===== src/rtl/mem_read_checker_tag_pipe.sv =====
// read_tag_pipe: fixed-depth shift register that carries a tag alongside each
// outstanding RAM read so it lines up with the returning data. Only the valid
// bits are reset; payload bits are don't-care while their valid bit is low.
module read_tag_pipe #(
  parameter int DEPTH = 2,
  parameter int WIDTH = 18
) (
  input  logic             clock,
  input  logic             reset,
  input  logic             in_valid,
  input  logic [WIDTH-1:0] in_payload,
  output logic             out_valid,
  output logic [WIDTH-1:0] out_payload,
  output logic             upstream_valid
);

  logic [DEPTH-1:0] valid_q;
  logic [WIDTH-1:0] payload_q [DEPTH];

  // Shift the valid bits one stage per clock, cleared by reset.
  always_ff @(posedge clock) begin
    if (reset) begin
      valid_q <= '0;
    end else begin
      valid_q[0] <= in_valid;
      for (int i = 1; i < DEPTH; i++) begin
        valid_q[i] <= valid_q[i-1];
      end
    end
  end

  // Shift the tag payload alongside the valid bits; no reset needed.
  always_ff @(posedge clock) begin
    payload_q[0] <= in_payload;
    for (int i = 1; i < DEPTH; i++) begin
      payload_q[i] <= payload_q[i-1];
    end
  end

  // Flag any tag not yet at the output stage, so the owner can tell the
  // pipe will be empty after the current output is consumed.
  always_comb begin
    upstream_valid = 1'b0;
    for (int i = 0; i < DEPTH - 1; i++) begin
      upstream_valid = upstream_valid | valid_q[i];
    end
  end

  assign out_valid   = valid_q[DEPTH-1];
  assign out_payload = payload_q[DEPTH-1];

endmodule


===== config.mk =====
export PLATFORM = sky130hd
export DESIGN_NAME = read_tag_pipe
export DESIGN_NICKNAME = d
export VERILOG_FILES = /design/src/rtl/mem_read_checker_tag_pipe.sv
export SDC_FILE = /design/constraint.sdc
export NUM_CORES = 1
export LEC_CHECK = 0
export ABC_AREA = 1
export CAP_MARGIN = 20
export CORE_ASPECT_RATIO = 0.6
export CORE_MARGIN = 1.5
export CORE_UTILIZATION = 39
export DETAILED_ROUTE_END_ITERATION = 10
export HOLD_SLACK_MARGIN = 0.03
export PLACE_DENSITY = 0.86
export SKIP_CTS_REPAIR_TIMING = 1
export SYNTH_ARGS = -nofsm -noshare
export SYNTH_HDL_FRONTEND = slang
export SYNTH_SLANG_ARGS = --single-unit

===== constraint.sdc =====
create_clock -name clock -period 0.8 [get_ports clock]
set_input_delay 0.08 -clock clock [delete_from_list [all_inputs] [get_ports clock]]
set_output_delay 0.08 -clock clock [all_outputs]
set_load 0.01 [all_outputs]

==> metrics.txt, run 1 <==
peak supply drop=1470 uV; average size of a mapped cell=15.2 sq um; Ports=41; RSZ-0062 raised after global routing=true; path type of the worst min-delay path=primary input to flip-flop; Tot GR Track Use=9.30%; DP Area=0.00121 sq mm; CTS clk-pin slew, worst paths=0.06 ns; Synth Register Bits=38; Worst slew margin=94.5%; n_diodes=0; Top Family by Delay on Critical Path=flip-flops; part of the power in registers=60.4%; placer's final routability congestion estimate=0.581; Routed WL per cell=9.34 um; leakage power=0.542 nW; cell area after layout=0.00123 sq mm; Routed WL=1110 um; synthesized net count=81; insertion delay to the later sink of the worst-skew pair=0.27 ns; final hold slack=0.242 ns; Clk network pwr share=33.7%; first-pass GRT wire length=1400 um; pin count of the biggest net entering global routing=11; CP Capture Type=output pin; Via Count=439; Cell Area, Synth=911 sq um; Vias/cell=3.69; drt first pass iters=2; Ys Warns=0; DRC=0; Sw Ratio=18.3%; CTS tree=built; Final Critical Period=0.786 ns; H-Tree Depth=2; sequential-to-total area share from yosys stat=83.5%; kind of critical path=flip-flop to output pin; number of buffers created by CTS=5; gr ovfl total=0; Yosys cell types=4; Internal=0.00273 W; initial antenna violation count=0; fmax=1270 MHz; number of max-cap violations=0; share of cells above drive strength 1=34.8%; 1st-iter DRT viols=10; clock buffer depth=2; die height=40.4 um; Final ANT Viol Nets=0; Final Hold Violating Endpoints=0; Site Rows=13; worst path arrival time=0.71 ns; fin util=56.7%; vias in the first global route=333; combinational group share of total power=5.9%; Synth-to-Final Area Change=35.6%; full die area=0.00264 sq mm; I/O Buffers=40; Pins Over Slew Limit=0; Initial Utilization=41.8%; setup_tns=0 ns; slowest CP cell=dfxtp_2; Core Box Area=0.00218 sq mm; Syn Inst Count=60; Net Switching=0.000612 W; PwrDens=2710 mW/mm^2; clock net sink count=38; Critical Path RT=0.72 ns; startpoint types=flip-flop; CP cell instances=buf_6; Bufs and invs on worst path=1; net count reported at finish=110; Tot Pwr=0.00334 W; status=finished, final reports clean; Slew @ Worst Pin=0.0822 ns; Die W=65.4 um; Setup Skew=0.000984 ns; Tcrit/Tclk final=98.3%; CP max stage delay=0.32 ns; CP Max Fanout=2; Root Buffer=clkbuf_8; final setup fails=0
[power by group through the flow]
stage                      logic, W  clock network, W  registers, W
final                      0.000197           0.00113       0.00202
after global placement     0.000227                 0       0.00206
after detailed placement   0.000231                 0       0.00206
after global routing       0.000211           0.00128       0.00203
after floorplan           0.0000952                 0       0.00205
after CTS                  0.000232           0.00119       0.00202
[layer usage]
metal  global-route usage (%)  vias up  share of wire (%)
met5                        0        -                  0
met4                     9.38        0                1.3
met3                     10.1        3                 21
met2                     12.5       34                 41
met1                     7.39      184                 37
li1                         -      218                  -
[cells in the mapped netlist]
library cell  count  area (sq um)
dfxtp_1          38           761
inv_1             2          7.51
nor2_1            2          7.51
buf_4            18           135
[layout by cell type, fill, tap and decap left out, drive strengths merged]
master	n
dfxtp	38
clkdlybuf4s50	20
buf	20
clkbuf	7
inv	2
nor2	2
[worst paths after layout]
path	slack, ns	from	cells past startpoint	endpoint
hold reg to reg	0.33	payload_q[0][4]	0	payload_q[0][22]
setup reg to reg	0.30	valid_q[0]	2	valid_q[1]
hold / removal	0.24	in_payload[13]	1	payload_q[0][13]
setup / recovery	0.01	valid_q[0]	1	upstream_valid
[stage by stage]
stage               worst slack (ns)  cells
CTS                           -0.429    119
detailed placement            -0.112    112
finish                        0.0139    119
global placement              -0.109    112
global route                 -0.0242    119
floorplan                      0.277     60
[kinds of logic after synthesis]
group | synth area share [%]
buffers and inverters | 15.7
DFF | 83.5
and+or+nand+nor | 0.824
[area by class of cell]
class                   count  area, sq um
fillers                   187          945
flip-flops and latches     38          768
repair buffers             40          338
clock buffers               7         76.3
well taps                  30         37.5
multi-input cells           2         7.51
inverters                   2         7.51
[flip-flops by register name (all words and copies together), names as in the netlist]
register,flops
payload_q,36
valid_q,2
Power figures use the tool's default switching activity.
==> run 2, diff against run 1 <==
--- a/config.mk
+++ b/config.mk
@@ -14,4 +14,5 @@
 export HOLD_SLACK_MARGIN = 0.03
 export PLACE_DENSITY = 0.86
+export SETUP_SLACK_MARGIN = 0.05
 export SKIP_CTS_REPAIR_TIMING = 1
 export SYNTH_ARGS = -nofsm -noshare
==> constraint.sdc (replaced) <==
create_clock -name clock -period 0.8 [get_ports clock]
set_input_delay 0.08 -clock clock [delete_from_list [all_inputs] [get_ports clock]]
set_output_delay 0.08 -clock clock [all_outputs]
set_load 0.1 [all_outputs]
==> run 2 against run 1 <==
The flow now finishes with violations (setup timing). First-iteration DRC count is 30% higher. Count of clock-buffer cells in the layout did not move. Sequential cell count unchanged. Maximum frequency shrank 11%. Clock skew is 0.0058 ns higher. Final area rose by 23%. Largest cell class unchanged. Highest routed layer unchanged.
==> metrics.txt, run 2 (synthesis results as in run 1) <==
final setup fails=20; Final ANT Viol Nets=0; Root Buffer=clkbuf_8; number of buffers created by CTS=5; vias in the first global route=378; insertion delay to the later sink of the worst-skew pair=0.27 ns; FF-to-FF path depth=2; CTS clk-pin slew, worst paths=0.07 ns; worst path arrival time=0.80 ns; slowest CP cell=dfxtp_2; Setup Skew=0.00675 ns; Critical Path RT=0.72 ns; initial antenna violation count=0; first-pass GRT wire length=1770 um; Final Critical Period=0.883 ns; Tcrit/Tclk final=110%; Ports=41; path type of the worst min-delay path=primary input to flip-flop; pre-CTS WS=0.0773 ns; placer's final routability congestion estimate=0.637; DRC=0; Die W=65.4 um; CTS tree=built; number of max-cap violations=0; n_diodes=0; pin count of the biggest net entering global routing=11; Core Box Area=0.00218 sq mm; Hold Path Cell Cnt=1; H-Tree Depth=2; startpoint types=flip-flop; PwrDens=2580 mW/mm^2; share of cells above drive strength 1=50.6%; Worst slew margin=94.6%; flip-flop and latch area=786 sq um; kind of critical path=flip-flop to output pin; net count reported at finish=110; CP Capture Type=output pin; Routed WL=1250 um; Via Count=438; Reg with most FFs=payload_q; Initial Utilization=41.8%; max reg flops=36; violated checks=setup timing; peak supply drop=1410 uV; Slew @ Worst Pin=0.0804 ns; Final Hold Violating Endpoints=0; Site Rows=13; Tot Pwr=0.00390 W; Multi-input gate area=7.51 sq um; clock buffer depth=2; fin worst setup slack=-0.0835 ns; 1st-iter DRT viols=13; Synth-to-Final Area Change=66.3%; Reg2Reg Setup Slack=0.26 ns; Crit. path cell count=1; Pins Over Slew Limit=0; drt first pass iters=2; clock net sink count=38; Vias/cell=3.68; gr ovfl total=0; Tot GR Track Use=10.7%; DP Cell Count=112; CP cell instances=buf_12; most frequent cells in the layout=20 x clkdlybuf4s50_1, 20 x dfxtp_2, 20 x buf_12, 18 x dfxtp_1, 5 x clkbuf_8; Bufs and invs on worst path=1; full die area=0.00264 sq mm; leading registers by flop count=payload_q: 36 flops, valid_q: 2 flops; fmax=1130 MHz; die height=40.4 um; status=finished with violations; Top Family by Delay on Critical Path=flip-flops; CP Max Fanout=2; RSZ-0062 raised after global routing=true; Post-Layout Cell Count=119; Routed WL per cell=10.5 um; I/O Buffers=40; CP max stage delay=0.35 ns; leakage power=0.636 nW; Fill cells=147
[run 2: changes by cell type in the layout (fill, tap and decap cells not counted)]
cell	change
buf_12	+20
buf_2	-14
buf_6	-6
dfxtp_1	-14
dfxtp_2	+14
[run 2: final timing paths]
path                      endpoint        startpoint
hold reg to reg   payload_q[0][29]  payload_q[0][11]
setup / recovery    upstream_valid        valid_q[0]
setup reg to reg        valid_q[1]        valid_q[0]
hold / removal     payload_q[0][1]     in_payload[1]
[run 2: power by group]
group          switching, W  internal [W]  leakage, nW
registers         0.0000519       0.00201        0.321
logic              0.000420      0.000283        0.277
clock network      0.000544      0.000598       0.0383
total               0.00102       0.00289        0.636
[run 2: area by class of cell]
| type | instances | share of cell area [%] |
|---|---|---|
| Clock buffer | 7 | 5.04 |
| Inverter | 2 | 0.495 |
| Multi-Input combinational cell | 2 | 0.495 |
| Sequential cell | 38 | 51.9 |
| Tap cell | 30 | 2.48 |
| Timing Repair Buffer | 40 | 39.6 |
[run 2: metrics by stage]
step | utilization (%) | hold WS (ns) | TNS (ns) | area [sq um]
after CTS | 68.5 | 0.235 | -2.08 | 1490
final | 69.5 | 0.247 | -1.27 | 1520
after floorplan | - | 0.108 | -0.0600 | 913
after detailed placement | 65.0 | 0.312 | 0 | 1420
after global placement | 65.0 | 0.311 | 0 | 1420
after global routing | 69.5 | 0.234 | -1.84 | 1520
[run 2: metal layers]
layer  wire length (um)  vias to the layer above  share of wire (%)  GRT usage (%)
met5                  0                        -                  0              0
met1                457                      186                 36           9.09
li1                   -                      216                  -              -
met2                544                       32                 43           15.1
met3                232                        4                 19           10.7
met4                 19                        0                1.5           9.38
==> run 3, diff against run 2 <==
CAP_MARGIN = default   (was 20)
CTS_CLUSTER_DIAMETER = 150   (was default)
==> results of run 3 <==
Final layout, timing and power as in run 2 (identical DEF).
